[src/rtl/data_loader_pkg.sv]
// Shared types and default dimensions for the x/y sample sequencer.
package data_loader_pkg;

  localparam int N_SAMPLES = 150;
  localparam int CNT_W     = 8;
  localparam int DATA_W    = 20;
  localparam int FRAC_W    = 10;

  typedef enum logic [1:0] {IDLE, RUN, DRAIN, DONE} state_t;

  typedef logic [DATA_W-1:0] sample_t;

endpackage

[src/rtl/data_loader_out_stage.sv]
// Single-entry valid/ready register holding one x/y beat and its pass metadata.
module data_loader_out_stage #(
  parameter int DATA_W = 20,
  parameter int PASS_W = 2
) (
  input  logic              clk,
  input  logic              rst,
  input  logic              load,
  input  logic              drop,
  input  logic              ready,
  input  logic [DATA_W-1:0] x_d,
  input  logic [DATA_W-1:0] y_d,
  input  logic              last_d,
  input  logic [PASS_W-1:0] pass_d,
  output logic [DATA_W-1:0] x_q,
  output logic [DATA_W-1:0] y_q,
  output logic              valid,
  output logic              last,
  output logic [PASS_W-1:0] pass_idx
);

  // The FSM only asserts load when the stage is empty or being drained,
  // so a stalled beat is never overwritten.
  always_ff @(posedge clk) begin
    if (rst) begin
      valid <= 1'b0;
    end else if (drop) begin
      valid <= 1'b0;
    end else if (load) begin
      valid <= 1'b1;
    end else if (ready) begin
      valid <= 1'b0;
    end
  end

  always_ff @(posedge clk) begin
    if (rst) begin
      x_q      <= '0;
      y_q      <= '0;
      last     <= 1'b0;
      pass_idx <= '0;
    end else if (load) begin
      x_q      <= x_d;
      y_q      <= y_d;
      last     <= last_d;
      pass_idx <= pass_d;
    end
  end

endmodule

[src/rtl/data_loader_ctrl.sv]
// Sweeps the sample store index for N_PASSES passes and streams x/y pairs
// to the regression datapath through a one-entry valid/ready stage.
module data_loader_ctrl #(
  parameter int N_SAMPLES = data_loader_pkg::N_SAMPLES,
  parameter int CNT_W     = data_loader_pkg::CNT_W,
  parameter int DATA_W    = data_loader_pkg::DATA_W,
  parameter int N_PASSES  = 2,
  localparam int PASS_W   = $clog2(N_PASSES) + 1
) (
  input  logic              clk,
  input  logic              rst,
  input  logic              start,
  input  logic              abort,
  output logic [CNT_W-1:0]  cnt,
  input  logic [DATA_W-1:0] x_in,
  input  logic [DATA_W-1:0] y_in,
  output logic [DATA_W-1:0] x_out,
  output logic [DATA_W-1:0] y_out,
  output logic              valid,
  input  logic              ready,
  output logic              last,
  output logic [PASS_W-1:0] pass_idx,
  output logic              busy,
  output logic              done
);

  import data_loader_pkg::*;

  state_t            state, state_nxt;
  logic [CNT_W-1:0]  cnt_nxt;
  logic [PASS_W-1:0] pass_cnt, pass_nxt;
  logic              issue, drop, at_end, accept;

  assign at_end = (cnt == CNT_W'(N_SAMPLES - 1));
  assign accept = valid && ready;
  assign busy   = (state != IDLE);
  assign done   = (state == DONE);

  always_ff @(posedge clk) begin
    if (rst) begin
      state    <= IDLE;
      cnt      <= '0;
      pass_cnt <= '0;
    end else begin
      state    <= state_nxt;
      cnt      <= cnt_nxt;
      pass_cnt <= pass_nxt;
    end
  end

  always_comb begin
    state_nxt = state;
    cnt_nxt   = cnt;
    pass_nxt  = pass_cnt;
    issue     = 1'b0;
    drop      = 1'b0;
    case (state)
      IDLE: begin
        cnt_nxt = '0;
        if (start) begin
          state_nxt = RUN;
          pass_nxt  = '0;
        end
      end
      RUN: begin
        if (abort) begin
          state_nxt = IDLE;
          cnt_nxt   = '0;
          pass_nxt  = '0;
          drop      = 1'b1;
        end else if (!valid || ready) begin
          issue = 1'b1;
          if (at_end) begin
            cnt_nxt   = '0;
            state_nxt = DRAIN;
          end else begin
            cnt_nxt = cnt + 1'b1;
          end
        end
      end
      DRAIN: begin
        if (abort) begin
          state_nxt = IDLE;
          cnt_nxt   = '0;
          pass_nxt  = '0;
          drop      = 1'b1;
        end else if (accept) begin
          // Returning to RUN here leaves one empty cycle between passes.
          if (pass_cnt == PASS_W'(N_PASSES - 1)) begin
            state_nxt = DONE;
          end else begin
            pass_nxt  = pass_cnt + 1'b1;
            state_nxt = RUN;
          end
        end
      end
      DONE:    state_nxt = IDLE;
      default: state_nxt = IDLE;
    endcase
  end

  data_loader_out_stage #(
    .DATA_W (DATA_W),
    .PASS_W (PASS_W)
  ) u_out_stage (
    .clk      (clk),
    .rst      (rst),
    .load     (issue),
    .drop     (drop),
    .ready    (ready),
    .x_d      (x_in),
    .y_d      (y_in),
    .last_d   (at_end),
    .pass_d   (pass_cnt),
    .x_q      (x_out),
    .y_q      (y_out),
    .valid    (valid),
    .last     (last),
    .pass_idx (pass_idx)
  );

endmodule

[config.mk]
export PLATFORM = sky130hd
export DESIGN_NAME = data_loader_ctrl
export DESIGN_NICKNAME = d
export VERILOG_FILES = /design/src/rtl/data_loader_pkg.sv /design/src/rtl/data_loader_out_stage.sv /design/src/rtl/data_loader_ctrl.sv
export SDC_FILE = /design/constraint.sdc
export NUM_CORES = 1
export LEC_CHECK = 0
export CAP_MARGIN = 15
export CORE_AREA = 5 5 113 62
export CTS_CLUSTER_DIAMETER = 30
export DETAILED_ROUTE_END_ITERATION = 7
export DIE_AREA = 0 0 118 67
export PLACE_DENSITY_LB_ADDON = 0.12
export SETUP_SLACK_MARGIN = 0.05
export SYNTH_ARGS = -nofsm -noshare
export SYNTH_HDL_FRONTEND = slang
export SYNTH_HIERARCHICAL = 1
export SYNTH_SLANG_ARGS = --single-unit
export TNS_END_PERCENT = 10
[constraint.sdc]
create_clock -name clk -period 2.1 [get_ports clk]
set_input_delay 0.315 -clock clk [delete_from_list [all_inputs] [get_ports clk]]
set_output_delay 0.315 -clock clk [all_outputs]
set_load 0.05 [all_outputs]
==> results by group, run 1 <==
Run status
  – Outcome: finished, final reports clean

Detailed routing
  – # DRC: 0
  – Vias: between 1.5k and 2k
  – Antenna viol nets, final: 0
  – TritonRoute pass-1 iters: 4
  – 1st-iter DRT viols: ~110
  – Vias/cell: about 4.7
  – Routed WL: just over 6000 um
  – Drt wl/cell: about 15 um

Global routing
  – First-pass GRT wire length: roughly 10,000 um
  – Overflow after GRT: 0
  – Antenna violations before repair: 0
  – Largest net degree at the start of global routing: 31
  – Vias in the first global route: between 1.5k and 2k
  – Total track usage: 16.3%

Clock tree
  – Cts repair resizes: 0
  – Clock Tree Root: clkbuf_16
  – H-tree depth: 2
  – CTS Buffer Depth: 2
  – CTS tree: done
  – Cts bufs inserted: 5
  – Clock Latency Late Sink: ~0.29 ns
  – Clock slew at reported path FFs: approximately 0.070 ns
  – TritonCTS Sinks: 56
  – Setup Fix Bufs, Post-CTS: 0
  – Cts hold-fix bufs: 0

Timing
  – Hold Violations, Final: 0
  – Least-Margin Pin Slew: around 0.53 ns
  – Final Max Tran Viols: 0
  – RSZ-0062 raised after global routing: true
  – Max Fclk: a little over 0.5 GHz
  – Slew HR: ~65%
  – Clock Skews: ~0.0045 ns
  – Final setup vio count: 0
  – Fin crit period: approximately 1.9 ns
  – Final period util: between 90% and 100%
  – Worst hold slack: 0.446 ns

Placement
  – Hpwl dp: 4640 um
  – Number of port buffers: 98
  – Gpl congestion: approximately 0.9

Setup path
  – Crit path DAT: about 2.2 ns
  – CP Data Required Time: ~2.3 ns
  – CP cell instances: inv_1 -> ha_1 -> and4bb_4 -> or3_4 -> or4_1 -> a21oi_1
  – CP Max Fanout: 4
  – CP endpoint: cnt[7]
  – Worst path depth: 6
  – CP startpoint kind: register
  – R2r setup slk: roughly 0.17 ns
  – Setup CP Type: register to register
  – Reg2reg start: state[1]
  – CP Launch Point: state[1]
  – CP Buf/Inv Count: 1
  – Register-to-Register Path Depth: 6
  – Worst Setup End Kind: register
  – Crit path max-delay family: simple AND/OR/NAND/NOR gates
  – CP max stage delay: about 0.5 ns
  – Worst path slowest cell: or4_1
  – Reg2reg end: cnt[7]

Layout
  – Total area of sequential cells: 0.00112 mm2
  – Area of the multi-input gates: roughly 0.0011 mm2
  – Layout Utilization: roughly three fifths
  – Final nets: around 390
  – Area growth syn-to-layout: 51.7%
  – Antenna diodes: 0
  – Fillers: 508
  – Share of post-route cells with drive strength above 1: 8.82%

Die
  – I/O Pins: 99
  – Die area: 0.00791 mm2
  – Effective utilization at floorplan: 40.6%
  – Die Y: roughly 67 um
  – Site Rows: 20
  – Total core area: between 0.005 and 0.006 mm2
  – Die W: 118 um

Logic synthesis
  – Syn Std Cell Area: 0.00238 mm2
  – Sequential area share after synthesis: 47.2%
  – Post-Syn Nets: between 200 and 300
  – #FFs+latches synth: 56
  – Leading area contributor after synthesis: dfxtp_1
  – Synth Flop Type: dfxtp_1
  – Ranking of synthesized cells by area: dfxtp_1 47%, mux2i_1 18%, nor2_1 8.2%, ha_1 4.2%, buf_12 3.4%
  – Post-synth EDFFs: 0
  – Syn. warnings: 6
  – Share of Yosys cell area claimed by the top area cell type: between 40% and 50%
  – Syn Area/Cell: 10.2 um2
  – Distinct cells, synth: 34
  – Post-Syn Instances: 232
  – Async set-reset flop share out of synthesis: 0%

Power and ir drop
  – Total power: around 2.7 mW
  – Lkg Pwr: around 1.3 nW
  – Worst IR Drop VDD: roughly 0.45 mV
  – P per Cell Area: between 700 and 800 mW/mm2

Min path
  – Hold Crit Class: input pin to register

Job
  – Max-cap viol count: 0
kinds of logic after synthesis:
family                   count (synthesis)  synth area share (%)
XOR/XNOR                                 4                  1.47
AO/OA/AOI/OAI                           18                  5.16
flip-flops                              56                  47.2
buffers and inverters                   19                  6.48
multiplexers                            44                  18.6
adder cells (fa/ha/maj)                  8                  4.21
AND/OR/NAND/NOR                         83                  16.9
report_power, final:
part	total [mW]	leakage (nW)	internal [mW]	switching, mW
clock	0.838	0.0766	0.471	0.367
combinational	0.668	0.806	0.286	0.381
sequential	1.15	0.455	1.12	0.0321
placed cells by master, fill, tap and decap left out, types with 3 or more instances in the layout:
| cell | n |
|---|---|
| a21oi_1 | 5 |
| nor2b_1 | 4 |
| inv_1 | 8 |
| nand3_1 | 3 |
| xnor2_1 | 4 |
| nand2_1 | 3 |
| buf_4 | 13 |
| nor4_1 | 3 |
| or4_1 | 3 |
| clkdlybuf4s50_1 | 95 |
| mux2i_1 | 43 |
| nor3_1 | 3 |
| ha_1 | 8 |
| nor2_1 | 52 |
| dfxtp_1 | 54 |
| clkbuf_16 | 5 |
| o31ai_1 | 3 |
per-layer routing:
layer / GRT usage, % / routed length (um) / vias up
met5: 0 / 0 / -
met4: 5.15 / 71 / 0
met3: 6.70 / 574 / 7
met2: 21.3 / 2300 / 71
met1: 23.7 / 3260 / 865
li1: - / - / 1010
worst min path at each step:
stage                             start             endpoint  slack, ns  cells after the start
detailed placement   u_out_stage/y_q[9]   u_out_stage/y_q[9]       0.48                      2
finish                              rst  u_out_stage/x_q[12]       0.45                      2
global route                        rst  u_out_stage/x_q[12]       0.45                      2
CTS                                 rst  u_out_stage/x_q[15]       0.43                      2
floorplan                           rst             state[0]       0.39                      1
global placement    u_out_stage/x_q[15]  u_out_stage/x_q[15]       0.47                      2
state kept, by name, indices dropped and copies added, names as in the netlist:
name,flops
u_out_stage/last,1
u_out_stage/valid,1
u_out_stage/pass_idx,2
u_out_stage/y_q,20
pass_cnt,2
cnt,8
u_out_stage/x_q,20
state,2
stage by stage:
stage,instance area [um2],setup TNS [ns],instances,worst slack [ns]
after floorplan,2380,0,232,0.137
after global placement,3450,0,409,0.0125
final,3600,0,417,0.169
after global routing,3600,0,417,0.0344
after detailed placement,3450,-0.0233,409,-0.0233
after CTS,3600,0,417,0.117
synthesized netlist by cell type (2+ instances only):
cell,number
a211oi_1,2
a21o_1,2
a21oi_1,6
and4_1,2
buf_12,4
buf_2,2
buf_6,2
clkbuf_1,3
dfxtp_1,56
ha_1,8
inv_1,8
mux2i_1,43
nand2_1,3
nand2b_1,2
nand3_1,3
nand4_1,2
nor2_1,52
nor2b_1,4
nor3_1,3
nor4_1,3
o31ai_1,3
or3_1,2
or4_1,3
xnor2_1,4
final cells by class:
type	count	share of cell area, %
repair buffers	111	30.3
clock inverters	2	0.278
flip-flops and latches	56	31.2
clock buffers	6	3.85
multi-input cells	157	30.9
inverters	8	0.833
well taps	77	2.67
Power figures use the tool's default switching activity.
==> inputs of run 2 (changes only) <==
Settings changed: CAP_MARGIN 15 to 10, REMOVE_ABC_BUFFERS set to 1.
==> run 2 against run 1 <==
Non-clock buffer count unchanged. Cell count decreased by 0.24%. Clock power increased by 22%. Register-to-register slack got worse by 0.04 ns. Clock-buffer cell count decreased by 1. Global-route usage increased by 0.077 points. Sequential share of layout area decreased by 0.33 points. Critical path type unchanged. Critical endpoint unchanged. Largest power group unchanged.
==> results by group, run 2 (same netlist as run 1, synthesis figures left out) <==
Run status
  – Outcome: finished, final reports clean

Power and ir drop
  – P per Cell Area: 781 mW/mm2 (+6.0%)
  – Worst IR Drop VDD: 0.440 mV (-3.2%)
  – Lkg Pwr: 1.35 nW (+0.91%)

Layout
  – Commonest cells after routing, fill and taps aside: 95 x clkdlybuf4s50_1, 54 x dfxtp_1, 52 x nor2_1
  – Biggest regs: u_out_stage/x_q (20), u_out_stage/y_q (20), cnt (8)
  – Fillers: 512 (+0.79%)
  – Share of post-route cells with drive strength above 1: 8.85% (+0.026 points)
  – Commonest non-fill, non-tap cell in the layout: clkdlybuf4s50_1
  – Final nets: 392 (unchanged)
  – Fin cells: 416 (-0.24%)
  – Area of the multi-input gates: 0.00111 mm2 (+0.22%)
  – Cell area after layout: 0.00364 mm2 (+1.1%)
  – Area growth syn-to-layout: 53.3%
  – Total area of sequential cells: 0.00112 mm2 (unchanged)
  – Antenna diodes: 0 (unchanged)

Clock tree
  – CTS tree: done
  – Clock Tree Root: clkbuf_16
  – Clock Latency Late Sink: 0.28 ns (about the same)
  – TritonCTS Sinks: 56 (unchanged)
  – Clock slew at reported path FFs: 0.07 ns (about the same)
  – Cts bufs inserted: 5 (unchanged)
  – H-tree depth: 2 (unchanged)
  – CTS Buffer Depth: 2 (unchanged)

Placement
  – Gpl congestion: 0.770 (-13%)
  – Number of port buffers: 98 (unchanged)
  – Cell count after placement: 409 (unchanged)
  – Cell Area, Placed: 0.00345 mm2 (unchanged)
  – Hpwl dp: 4930 um (+6.2%)

Detailed routing
  – # DRC: 0 (unchanged)
  – Drt wl/cell: 15.3 um (+2.7%)
  – TritonRoute pass-1 iters: 4 (unchanged)
  – 1st-iter DRT viols: 68 (-36%)
  – Routed WL: 6350 um (+2.5%)
  – Met3 wire length: 497 um (-13%)
  – Met1 Wirelength: 3330 um (+2.3%)
  – Vias/cell: 4.84 (+3.4%)
  – Top sig layer: met4
  – Vias: 2,015 (+3.2%)
  – Antenna viol nets, final: 0 (unchanged)
  – Detailed route wirelength on metal2: 2500 um (+9.1%)

Setup path
  – Worst Setup End Kind: register
  – CP cell instances: inv_1 -> ha_1 -> nor2b_1 -> or3_4 -> or4_1 -> a21oi_1
  – CP startpoint kind: register
  – CP max stage delay: 0.51 ns (about the same)
  – R2r setup slk: 0.13 ns (-0.04 ns)
  – CP Buf/Inv Count: 1 (unchanged)
  – Worst path slowest cell: or4_1
  – CP Data Required Time: 2.31 ns (about the same)
  – CP Max Fanout: 5 (+1)
  – Crit path max-delay family: simple AND/OR/NAND/NOR gates
  – Setup CP Type: register to register
  – Crit path DAT: 2.18 ns (+0.02 ns)

Die
  – Die Y: 67 um (unchanged)
  – Effective utilization at floorplan: 40.6% (unchanged)
  – I/O Pins: 99 (unchanged)
  – Site Rows: 20 (unchanged)
  – Die W: 118 um (unchanged)
  – Total core area: 0.00586 mm2 (unchanged)
  – Die area: 0.00791 mm2 (unchanged)

Timing
  – Slew HR: 63.9% (-0.62 points)
  – Final setup vio count: 0 (unchanged)
  – Setup TNS: 0 ns (unchanged)
  – Max Fclk: 0.508 GHz (-1.9%)
  – Worst hold slack: 0.380 ns (-0.0662 ns)
  – Least-Margin Pin Slew: 0.540 ns (+0.00923 ns)
  – Hold Violations, Final: 0 (unchanged)
  – Clock Skews: 0.00621 ns (+0.00175 ns)
  – Fin crit period: 1.97 ns (+0.0376 ns)
  – Final Max Tran Viols: 0 (unchanged)
  – RSZ-0062 raised after global routing: false
  – Final period util: 93.8% (+1.8 points)

Min path
  – Hold Crit Class: input pin to register

Job
  – Max-cap viol count: 0 (unchanged)

Global routing
  – Overflow after GRT: 0 (unchanged)
  – Antenna violations before repair: 0 (unchanged)
  – Vias in the first global route: 1,982 (+0.35%)
  – Total track usage: 16.4% (+0.077 points)
  – First-pass GRT wire length: 10,400 um (+1.6%)
  – Largest net degree at the start of global routing: 27 (-13%)
-- run 2: cell types whose count changed in the layout (fill, tap and decap cells not counted), sizes merged --
cell | before | now
bufinv | 0 | 2
clkinv | 2 | 0
clkbuf | 6 | 5
-- run 2: final timing paths --
path | from | endpoint | cells after the start
min | rst | u_out_stage/y_q[3] | 2
max | state[0] | cnt[7] | 6
min reg2reg | u_out_stage/y_q[11] | u_out_stage/y_q[11] | 2
max reg2reg | state[0] | cnt[7] | 6
-- run 2: power breakdown --
group	internal (mW)	switching (mW)
Sequential	1.12	0.0342
Clock	0.676	0.349
Combinational	0.286	0.381
-- run 2: cell type report --
cell class	count	share of cell area, %
Clock inverter	2	1.65
Inverter	8	0.824
Clock buffer	5	3.43
Sequential cell	56	30.8
Multi-Input combinational cell	157	30.6
Timing Repair Buffer	111	30.0
Tap cell	77	2.64
-- run 2: worst register-to-register path, stage by stage (launching register included) --
cell     delay (ns)
dfxtp_2        0.36
inv_1          0.08
ha_1           0.24
nor2b_1        0.16
or3_4          0.40
or4_1          0.51
a21oi_1        0.15
-- run 2: metrics by stage --
step | util [%] | total power, mW | setup WS, ns
3_3_place_gp | 59.0 | 1.84 | -0.0405
3_5_place_dp | 59.0 | 1.85 | -0.101
4_1_cts | 62.1 | 2.88 | 0.0868
6_report | 62.2 | 2.85 | 0.131
5_1_grt | 62.2 | 2.98 | 0.0625
2_1_floorplan | - | 1.58 | -2.13
-- run 2: routing by layer --
layer	GRT usage (%)	up-vias
met3	6.36	2
li1	-	1013
met1	24.0	927
met5	0	-
met2	23.1	73
met4	1.72	0
-- run 2: what timing repair did --
item,in CTS,in global routing
endpoints found under the setup margin,0,3
hold buffers,0,0
gates resized for setup,0,3
buffers inserted,0,0
==> inputs of run 3 (changes only) <==
Settings changed: CORE_AREA 5 5 113 62 to 2 2 110 59, DIE_AREA 0 0 118 67 to 0 0 112 61.
==> run 3 against run 2 <==
Utilization decreased by 0.88 points. First-iteration DRC count grew 4.4%. Maximum frequency decreased by 1.4%. Non-clock buffer count stayed put. Design area decreased by 1.4%. Total power down 8.7%. Sequential share of layout area increased by 0.37 points. Critical path depth is the same.
==> results by group, run 3 (same netlist as run 1, synthesis figures left out) <==
Clock tree
  – CTS tree: done
  – Clock Latency Late Sink: 0.28 ns (about the same)
  – TritonCTS Sinks: 56 (unchanged)
  – Clock Tree Root: clkbuf_16
  – CTS Buffer Depth: 2 (unchanged)
  – Clock slew at reported path FFs: 0.07 ns (about the same)
  – Cts bufs inserted: 5 (unchanged)
  – Cts hold-fix bufs: 0 (unchanged)
  – H-tree depth: 2 (unchanged)

Die
  – Effective utilization at floorplan: 40.6% (unchanged)
  – Site Rows: 20 (unchanged)
  – I/O Pins: 99 (unchanged)
  – Die area: 0.00683 mm2 (-14%)
  – Total core area: 0.00586 mm2 (unchanged)
  – Die Y: 61 um (-9.0%)
  – Die W: 112 um (-5.1%)

Placement
  – Cell count after placement: 409 (unchanged)
  – Gpl congestion: 0.841 (+9.2%)
  – Number of port buffers: 98 (unchanged)
  – Cell Area, Placed: 0.00345 mm2 (unchanged)
  – Hpwl dp: 4140 um (-16%)
  – Dpl ws: -0.0190 ns (+0.0822 ns)

Timing
  – Setup TNS: 0 ns (unchanged)
  – Setup WS post-layout: 0.103 ns (-0.0276 ns)
  – Worst hold slack: 0.367 ns (-0.0126 ns)
  – Final period util: 95.1% (+1.3 points)
  – Fin crit period: 2.00 ns (+0.0276 ns)
  – Least-Margin Pin Slew: 0.530 ns (-0.00945 ns)
  – RSZ-0062 raised after global routing: true
  – Final Max Tran Viols: 0 (unchanged)
  – Final setup vio count: 0 (unchanged)
  – Hold Violations, Final: 0 (unchanged)
  – Slew HR: 64.5% (+0.63 points)
  – Clock Skews: 0.00376 ns (-0.00245 ns)
  – Max Fclk: 0.501 GHz (-1.4%)

Setup path
  – CP startpoint kind: register
  – Worst Setup End Kind: register
  – CP Data Required Time: 2.32 ns (about the same)
  – Crit path DAT: 2.21 ns (+0.03 ns)
  – Setup CP Type: register to register
  – CP Max Fanout: 4 (-1)

Layout
  – Fillers: 512 (unchanged)
  – Commonest non-fill, non-tap cell in the layout: clkdlybuf4s50_1
  – Fin cells: 416 (unchanged)
  – Layout Utilization: 61.3% (-0.88 points)
  – Area growth syn-to-layout: 51.2%
  – Share of post-route cells with drive strength above 1: 7.96% (-0.88 points)
  – Antenna diodes: 0 (unchanged)
  – Biggest regs: u_out_stage/x_q (20), u_out_stage/y_q (20), cnt (8)
  – Cell area after layout: 0.00359 mm2 (-1.4%)
  – Commonest cells after routing, fill and taps aside: 95 x clkdlybuf4s50_1, 56 x dfxtp_1, 52 x nor2_1
  – Final nets: 392 (unchanged)

Power and ir drop
  – P per Cell Area: 723 mW/mm2 (-7.4%)
  – Lkg Pwr: 1.33 nW (-1.7%)
  – Total power: 2.60 mW (-8.7%)
  – Worst IR Drop VDD: 0.373 mV (-15%)

Job
  – Max-cap viol count: 0 (unchanged)

Detailed routing
  – Antenna viol nets, final: 0 (unchanged)
  – Vias/cell: 4.75 (-2.0%)
  – 1st-iter DRT viols: 71 (+4.4%)
  – Drt wl/cell: 13.5 um (-11%)
  – TritonRoute pass-1 iters: 4 (unchanged)
  – # DRC: 0 (unchanged)
  – Vias: 1,975 (-2.0%)
  – Routed WL: 5620 um (-11%)

Global routing
  – Total track usage: 16.6% (+0.21 points)
  – First-pass GRT wire length: 8970 um (-13%)
  – Overflow after GRT: 0 (unchanged)
  – Vias in the first global route: 1,839 (-7.2%)
  – Antenna violations before repair: 0 (unchanged)
  – Largest net degree at the start of global routing: 40 (+48%)

Min path
  – Hold Crit Class: input pin to register

Run status
  – Outcome: finished, final reports clean
[run 3: changes by cell type in the layout (fill, tap and decap cells not counted), sizes merged]
cell,change
clkinv,+1
clkbuf,+1
bufinv,-2
[run 3: critical path: stages (launching register included)]
cell	delay [ns]
dfxtp_1	0.39
inv_1	0.10
ha_1	0.25
nor2b_1	0.16
or3_4	0.39
or4_1	0.51
a21oi_1	0.14
[run 3: path summary, 6_finish.rpt]
kind / startpoint / to / slack (ns) / depth (start not counted)
max reg2reg: state[0] / cnt[7] / 0.10 / 6
max: state[0] / cnt[7] / 0.10 / 6
min reg2reg: u_out_stage/x_q[3] / u_out_stage/x_q[3] / 0.49 / 2
min: rst / u_out_stage/x_q[10] / 0.37 / 2
[run 3: final cells by class]
type	count	area (um2)	area share (%)
sequential	56	1120	31.2
clock inverter	1	5.00	0.139
inverter	8	30.0	0.836
timing repair buffer	111	1090	30.4
clock buffer	6	129	3.59
multi-input combinational	157	1120	31.1
tap	77	96.3	2.68
[run 3: per-layer routing]
layer,routed length (um),vias up,GRT usage (%)
met5,0,-,0
li1,-,1006,-
met1,2950,900,23.9
met2,2110,67,22.9
met4,10,0,3.14
met3,550,2,7.59
[run 3: power by group]
group          leakage, nW  internal, mW  switching [mW]
Sequential           0.455          1.12          0.0327
Clock               0.0667         0.434           0.343
Combinational        0.806         0.290           0.379
Total                 1.33          1.84           0.755
[run 3: what timing repair did]
item	4_1_cts	5_1_grt
setup endpoints to repair	0	3
resized for setup	0	1
setup buffers	0	0
